===== config.mk =====
export PLATFORM = sky130hd
export DESIGN_NAME = pwm_audio_stereo_in
export DESIGN_NICKNAME = d
export VERILOG_FILES = /design/src/rtl/pwm_audio_pkg.sv /design/src/rtl/pwm_duty_counter.sv /design/src/rtl/pwm_audio_stereo_in.sv
export SDC_FILE = /design/constraint.sdc
export NUM_CORES = 1
export LEC_CHECK = 0
export CELL_PAD_IN_SITES_DETAIL_PLACEMENT = 0
export CELL_PAD_IN_SITES_GLOBAL_PLACEMENT = 1
export CORE_MARGIN = 2
export CORE_UTILIZATION = 30
export CTS_CLUSTER_SIZE = 20
export DETAILED_ROUTE_END_ITERATION = 8
export PLACE_DENSITY = 0.59
export SYNTH_ARGS = -nofsm -noshare
export SYNTH_HDL_FRONTEND = slang
export SYNTH_HIERARCHICAL = 1
export SYNTH_SLANG_ARGS = --single-unit

===== constraint.sdc =====
create_clock -name clk -period 5.9 [get_ports clk]
set_input_delay 0.59 -clock clk [delete_from_list [all_inputs] [get_ports clk]]
set_output_delay 0.59 -clock clk [all_outputs]
set_load 0.02 [all_outputs]

===== src/rtl/pwm_audio_pkg.sv =====
// Shared types and helpers for the stereo PWM audio receiver.
// Optional smoothing is enabled by defining PWM_AUDIO_IN_SMOOTH_EN.
package pwm_audio_pkg;

    localparam int PWM_BITS_DEF = 8;

    typedef enum logic {
        HUNT = 1'b0,
        LOCK = 1'b1
    } state_e;

    // Clamp a high-time count to the largest value representable in `bits` bits.
    function automatic logic [31:0] sat_count(input logic [31:0] cnt, input int bits);
        logic [31:0] max_v;
        max_v = (32'd1 << bits) - 32'd1;
        return (cnt > max_v) ? max_v : cnt;
    endfunction

endpackage


===== src/rtl/pwm_duty_counter.sv =====
// One PWM channel: synchronizer, rising-edge detect, high-time accumulator, saturation.
// Smoothing against the previous latched value is present only with PWM_AUDIO_IN_SMOOTH_EN.
module pwm_duty_counter
    import pwm_audio_pkg::*;
#(
    parameter int PWM_BITS    = PWM_BITS_DEF,
    parameter int SYNC_STAGES = 2
) (
    input  logic                clk,
    input  logic                aclr,
    input  logic                pwm,
    input  logic                cnt_en,
    input  logic                pos0,
    input  logic                frame_end,
    input  logic                hist_clr,
    output logic                rise,
    output logic [PWM_BITS-1:0] sample
);

    logic [SYNC_STAGES-1:0] sync_q;
    logic                   prev_q;
    logic [PWM_BITS:0]      acc_q;
    logic [PWM_BITS:0]      acc_d;
    logic [PWM_BITS:0]      bit_ext;
    logic [PWM_BITS:0]      total;
    logic [PWM_BITS-1:0]    sat;
    logic                   pwm_sync;

    assign pwm_sync = sync_q[SYNC_STAGES-1];
    assign rise     = pwm_sync & ~prev_q;
    assign bit_ext  = {{PWM_BITS{1'b0}}, pwm_sync};
    assign total    = acc_q + bit_ext;
    assign sat      = PWM_BITS'(sat_count(32'(total), PWM_BITS));

    // Position 0 restarts the count with the current bit so no separate clear cycle is needed.
    always_comb begin
        acc_d = '0;
        if (cnt_en) begin
            acc_d = pos0 ? bit_ext : total;
        end
    end

    always_ff @(posedge clk) begin
        if (aclr) begin
            sync_q <= '0;
            prev_q <= 1'b0;
            acc_q  <= '0;
        end else begin
            sync_q <= {sync_q[SYNC_STAGES-2:0], pwm};
            prev_q <= pwm_sync;
            acc_q  <= acc_d;
        end
    end

`ifdef PWM_AUDIO_IN_SMOOTH_EN
    logic [PWM_BITS-1:0] hist_q;
    logic                hist_vld_q;
    logic [PWM_BITS:0]   avg_sum;
    logic [PWM_BITS-1:0] avg;
    logic                avg_unused_lsb;

    assign avg_sum                 = {1'b0, hist_q} + {1'b0, sat} + (PWM_BITS+1)'(1);
    assign {avg, avg_unused_lsb}   = avg_sum;
    assign sample                  = hist_vld_q ? avg : sat;

    always_ff @(posedge clk) begin
        if (aclr || hist_clr) begin
            hist_q     <= '0;
            hist_vld_q <= 1'b0;
        end else if (frame_end) begin
            hist_q     <= sample;
            hist_vld_q <= 1'b1;
        end
    end
`else
    logic hist_clr_unused;
    assign hist_clr_unused = hist_clr;
    assign sample          = sat;
`endif

endmodule


===== src/rtl/pwm_audio_stereo_in.sv =====
// Stereo PWM receiver top: frame alignment FSM on the left channel, frame counter, valid/ready output.
// Feature macro: PWM_AUDIO_IN_SMOOTH_EN enables per-channel two-frame smoothing.
module pwm_audio_stereo_in
    import pwm_audio_pkg::*;
#(
    parameter int PWM_BITS    = PWM_BITS_DEF,
    parameter int SYNC_STAGES = 2
) (
    input  logic                clk,
    input  logic                aclr,
    input  logic                left_pwm,
    input  logic                right_pwm,
    output logic [PWM_BITS-1:0] left_sample,
    output logic [PWM_BITS-1:0] right_sample,
    output logic                sample_valid,
    input  logic                sample_ready,
    output logic                locked,
    output logic                overrun,
    output logic                resync
);

    localparam logic [PWM_BITS-1:0] FRAME_LAST = '1;

    state_e              state_q;
    logic [PWM_BITS-1:0] frame_cnt_q;
    logic [PWM_BITS-1:0] frame_cnt_d;
    logic [PWM_BITS-1:0] pos;
    logic [PWM_BITS-1:0] left_sample_q;
    logic [PWM_BITS-1:0] right_sample_q;
    logic [PWM_BITS-1:0] left_new;
    logic [PWM_BITS-1:0] right_new;
    logic                valid_q;
    logic                overrun_q;
    logic                resync_q;
    logic                left_rise;
    logic                right_rise_unused;
    logic                cnt_en;
    logic                pos0;
    logic                frame_end;
    logic                misalign;

    // Any left rising edge marks position 0: a fresh lock in HUNT, a restart if it lands mid-frame.
    assign pos         = left_rise ? '0 : frame_cnt_q;
    assign cnt_en      = (state_q == LOCK) || left_rise;
    assign pos0        = cnt_en && (pos == '0);
    assign frame_end   = (state_q == LOCK) && (pos == FRAME_LAST);
    assign misalign    = (state_q == LOCK) && left_rise && (frame_cnt_q != '0);
    assign frame_cnt_d = cnt_en ? pos + PWM_BITS'(1) : '0;

    pwm_duty_counter #(.PWM_BITS(PWM_BITS), .SYNC_STAGES(SYNC_STAGES)) u_left (
        .clk       (clk),
        .aclr      (aclr),
        .pwm       (left_pwm),
        .cnt_en    (cnt_en),
        .pos0      (pos0),
        .frame_end (frame_end),
        .hist_clr  (misalign),
        .rise      (left_rise),
        .sample    (left_new)
    );

    pwm_duty_counter #(.PWM_BITS(PWM_BITS), .SYNC_STAGES(SYNC_STAGES)) u_right (
        .clk       (clk),
        .aclr      (aclr),
        .pwm       (right_pwm),
        .cnt_en    (cnt_en),
        .pos0      (pos0),
        .frame_end (frame_end),
        .hist_clr  (misalign),
        .rise      (right_rise_unused),
        .sample    (right_new)
    );

    always_ff @(posedge clk) begin
        if (aclr) begin
            state_q        <= HUNT;
            frame_cnt_q    <= '0;
            left_sample_q  <= '0;
            right_sample_q <= '0;
            valid_q        <= 1'b0;
            overrun_q      <= 1'b0;
            resync_q       <= 1'b0;
        end else begin
            if (left_rise) begin
                state_q <= LOCK;
            end
            frame_cnt_q <= frame_cnt_d;
            resync_q    <= misalign;
            overrun_q   <= frame_end && valid_q && !sample_ready;
            // A latch coinciding with a transfer keeps valid high: the old pair leaves, the new one loads.
            if (frame_end) begin
                left_sample_q  <= left_new;
                right_sample_q <= right_new;
                valid_q        <= 1'b1;
            end else if (valid_q && sample_ready) begin
                valid_q <= 1'b0;
            end
        end
    end

    assign left_sample  = left_sample_q;
    assign right_sample = right_sample_q;
    assign sample_valid = valid_q;
    assign overrun      = overrun_q;
    assign resync       = resync_q;
    assign locked       = (state_q == LOCK);

endmodule


==> metrics.txt <==
# TYPE chip_impl_metric gauge
chip_impl_metric{name="grt_pass1_wl",unit="µm"} 8556
chip_impl_metric{name="setup_tns",unit="ns"} 0
chip_impl_metric{name="diodes",unit=""} 0
chip_impl_metric{name="fin_crit_share",unit="%"} 42.13
chip_impl_metric{name="final-setup-viol-count",unit=""} 0
chip_impl_metric{name="finalWirelength",unit="µm"} 4872
chip_impl_metric{name="timing.max_cap.violations",unit=""} 0
chip_impl_metric{name="finalNetCount",unit=""} 303
chip_impl_metric{name="remaining_drc_errors",unit=""} 0
chip_impl_metric{name="port-buffer-count",unit=""} 24
chip_impl_info{name="outcome",value="completed"} 1
chip_impl_metric{name="hold_path_cell_cnt",unit=""} 1
chip_impl_metric{name="hold_ws",unit="ns"} 0.4483
chip_impl_metric{name="cp.required",unit="ns"} 6.14
chip_impl_metric{name="placedInstanceArea",unit="µm²"} 2840
chip_impl_metric{name="flow.area_growth_from_synthesis",unit="%"} 13.86
chip_impl_info{name="path_common_cell",value="sky130_fd_sc_hd__inv_1"} 1
chip_impl_metric{name="core-area",unit="µm²"} 8299
chip_impl_metric{name="clock_skew",unit="ns"} 0.009754
chip_impl_metric{name="final_antenna_net_count",unit=""} 0
chip_impl_metric{name="placementRows",unit=""} 33
chip_impl_metric{name="dpl.hpwl",unit="µm"} 3462
chip_impl_metric{name="grt.total_usage",unit="%"} 11.01
chip_impl_info{name="most_common_library_cell_in_the_layout_ignoring_fill_and_taps",value="sky130_fd_sc_hd__dfxtp_1"} 1
chip_impl_metric{name="worst_rel_slew_slack",unit="%"} 29.15
chip_impl_metric{name="clock-sinks",unit=""} 51
chip_impl_metric{name="number_of_buffers_created_by_cts",unit=""} 5
chip_impl_metric{name="fmaxAchievable",unit="GHz"} 0.4023
chip_impl_metric{name="cts_max_path_buffers",unit=""} 2
chip_impl_metric{name="critical_path.max_fanout",unit=""} 18
chip_impl_info{name="hold-path-endpoint",value="u_right/sync_q[1]"} 1
chip_impl_info{name="grt_setup_unrepaired",value="false"} 1
chip_impl_metric{name="weighted_congestion_reported_at_the_end_of_routability_driven_placement",unit=""} 0.7087
chip_impl_info{name="min_path_type",value="flop to flop"} 1
chip_impl_metric{name="power.switching_fraction",unit="%"} 22.57
chip_impl_metric{name="p_clk_share",unit="%"} 36.7
chip_impl_metric{name="slowest_delay",unit="ns"} 0.89
chip_impl_metric{name="grt_start_max_net_pins",unit=""} 47
chip_impl_metric{name="cellLeakagePower",unit="nW"} 1.059
chip_impl_info{name="cts_tree",value="built"} 1
chip_impl_info{name="critical_path.startpoint_type",value="flop"} 1
chip_impl_metric{name="area_of_the_mapped_netlist",unit="µm²"} 2581
chip_impl_metric{name="p_int",unit="mW"} 0.4545
chip_impl_metric{name="vias",unit=""} 1816
chip_impl_metric{name="iter_0_drt_violations",unit=""} 77
chip_impl_info{name="clk_root_buffer_cell",value="sky130_fd_sc_hd__clkbuf_8"} 1
chip_impl_metric{name="worstMarginPinSlew",unit="ns"} 1.059
chip_impl_info{name="critPathCaptureType",value="flop"} 1
chip_impl_info{name="criticalPathCategory",value="flop to flop"} 1
chip_impl_metric{name="clock_latency_of_the_later_clocked_register_in_the_worst_skew_pair",unit="ns"} 0.30
chip_impl_metric{name="worst_ir_drop_vdd",unit="µV"} 75.65
chip_impl_info{name="crit-reg2reg-launch",value="u_left/sync_q[1]"} 1
chip_impl_metric{name="antenna_found_initial",unit=""} 0
chip_impl_metric{name="number_of_top_level_design_ports",unit=""} 25
chip_impl_metric{name="total_switching_power",unit="mW"} 0.1325
chip_impl_info{name="timing.critical_path.cells",value="nor2b_1, inv_1, nand2_1, inv_1, ha_1, nand3_1, nor3_4, mux2i_1"} 1
chip_impl_metric{name="filler_cell_count",unit=""} 860
chip_impl_metric{name="htree_levels",unit=""} 2
chip_impl_metric{name="dieArea",unit="µm²"} 9363
chip_impl_metric{name="footprint_of_the_multi_input_gates",unit="µm²"} 1406
chip_impl_metric{name="number_of_pins_with_negative_max_slew_slack_in_the_final_report",unit=""} 0
chip_impl_info{name="layout_common_cells",value="51 x sky130_fd_sc_hd__dfxtp_1, 33 x sky130_fd_sc_hd__nand2b_1, 24 x sky130_fd_sc_hd__clkdlybuf4s50_1, 18 x sky130_fd_sc_hd__mux2i_1, 17 x sky130_fd_sc_hd__nand3_1"} 1
chip_impl_metric{name="initial_utilization",unit="%"} 31.10
chip_impl_metric{name="gr-total-overflow",unit=""} 0
chip_impl_metric{name="cts_setup_buffers",unit=""} 0
chip_impl_metric{name="postLayoutCellArea",unit="µm²"} 2939
chip_impl_metric{name="avgViaCountPerCell",unit=""} 4.563
chip_impl_metric{name="mappedNetlistNets",unit=""} 288
chip_impl_info{name="crit-reg2reg-capture",value="left_sample[5]"} 1
chip_impl_metric{name="cts_repair_resize_count",unit=""} 0
chip_impl_metric{name="post_synth_inst_count",unit=""} 277
chip_impl_metric{name="drt_pre_antenna_iters",unit=""} 4
chip_impl_metric{name="ff_latch_area",unit="µm²"} 1021
chip_impl_metric{name="synthesis.area_per_instance",unit="µm²"} 9.319
chip_impl_metric{name="report.final.hold_viol_count",unit=""} 0
chip_impl_metric{name="power_density",unit="nW/µm²"} 199.7
chip_impl_metric{name="finalCoreUtilization",unit="%"} 35.41
chip_impl_metric{name="comb_power_share",unit="%"} 4.0
chip_impl_info{name="critPathTopFamily",value="simple AND/OR/NAND/NOR gates"} 1
chip_impl_metric{name="die_h",unit="µm"} 96.76
chip_impl_metric{name="yosysWarnings",unit=""} 6
chip_impl_metric{name="path_clk_slew",unit="ns"} 0.10
chip_impl_metric{name="detail_route.wl_per_cell",unit="µm"} 12.24
chip_impl_metric{name="final_layout_size_suffix_gt1_share",unit="%"} 8.532
chip_impl_metric{name="first_global_vias",unit=""} 1753
chip_impl_metric{name="cts_hold_buffers",unit=""} 0
chip_impl_info{name="min_from",value="u_right/sync_q[0]"} 1
chip_impl_metric{name="regToRegSetupSlack",unit="ns"} 3.41
chip_impl_metric{name="worst-endpoint-arrival",unit="ns"} 2.72
chip_impl_metric{name="r2r_worst_path_depth",unit=""} 8
chip_impl_metric{name="crit_buf_inv",unit=""} 2
chip_impl_metric{name="seqPwrFrac",unit="%"} 59.3
chip_impl_metric{name="die_width",unit="µm"} 96.76
chip_impl_metric{name="min_period",unit="ns"} 2.486
chip_impl_info{name="worst_path_max_delay_cell",value="sky130_fd_sc_hd__nor3_4"} 1
==> worst max path at each step <==
| stage | start | endpoint | slack (ns) | cells after the start |
|---|---|---|---|---|
| 2_1_floorplan | u_left/sync_q[1] | u_left/acc_q[4] | 3.90 | 9 |
| 3_3_place_gp | u_left/sync_q[1] | right_sample[7] | 3.47 | 8 |
| 3_5_place_dp | u_left/sync_q[1] | left_sample[3] | 3.39 | 8 |
| 4_1_cts | u_left/sync_q[1] | left_sample[0] | 3.36 | 8 |
| 5_1_grt | u_left/sync_q[1] | left_sample[4] | 3.16 | 8 |
| 6_report | u_left/sync_q[1] | left_sample[5] | 3.41 | 8 |
==> final cells by class <==
type	instances	area share [%]
sequential	51	34.74
clock buffer	6	2.810
inverter	9	1.149
multi-input combinational	200	47.85
clock inverter	2	0.5534
tap	105	4.470
timing repair buffer	25	8.429
==> flip-flops by register name, summed over array words and instances (netlist names) <==
register / cells
locked: 1
u_right/acc_q: 9
u_right/sync_q: 2
u_left/prev_q: 1
frame_cnt_q: 8
u_left/acc_q: 9
resync: 1
sample_valid: 1
u_left/sync_q: 2
right_sample: 8
overrun: 1
left_sample: 8
==> power groups by stage <==
stage          Combinational [mW]  Clock, mW  Sequential, mW
2_1_floorplan              0.0164          0           0.356
5_1_grt                    0.0263      0.243           0.349
3_5_place_dp               0.0242          0           0.356
4_1_cts                    0.0242      0.226           0.348
3_3_place_gp               0.0242          0           0.356
6_report                   0.0235      0.215           0.348
==> routing by layer <==
layer	GRT usage [%]	wire (µm)	share of wire [%]	vias to the layer above
li1	-	-	-	985
met1	14.78	2484	51	810
met2	17.47	2218	46	16
met3	2.384	100	2.1	5
met4	3.900	68	1.4	0
met5	0	0	0	-
==> stage by stage <==
stage	power (mW)	setup slack [ns]	cells
final	0.5870	3.414	398
after floorplan	0.3724	3.901	277
after global placement	0.3803	3.474	390
after global routing	0.6177	3.164	398
after CTS	0.5984	3.364	398
after detailed placement	0.3803	3.394	390
Power figures use the tool's default switching activity.
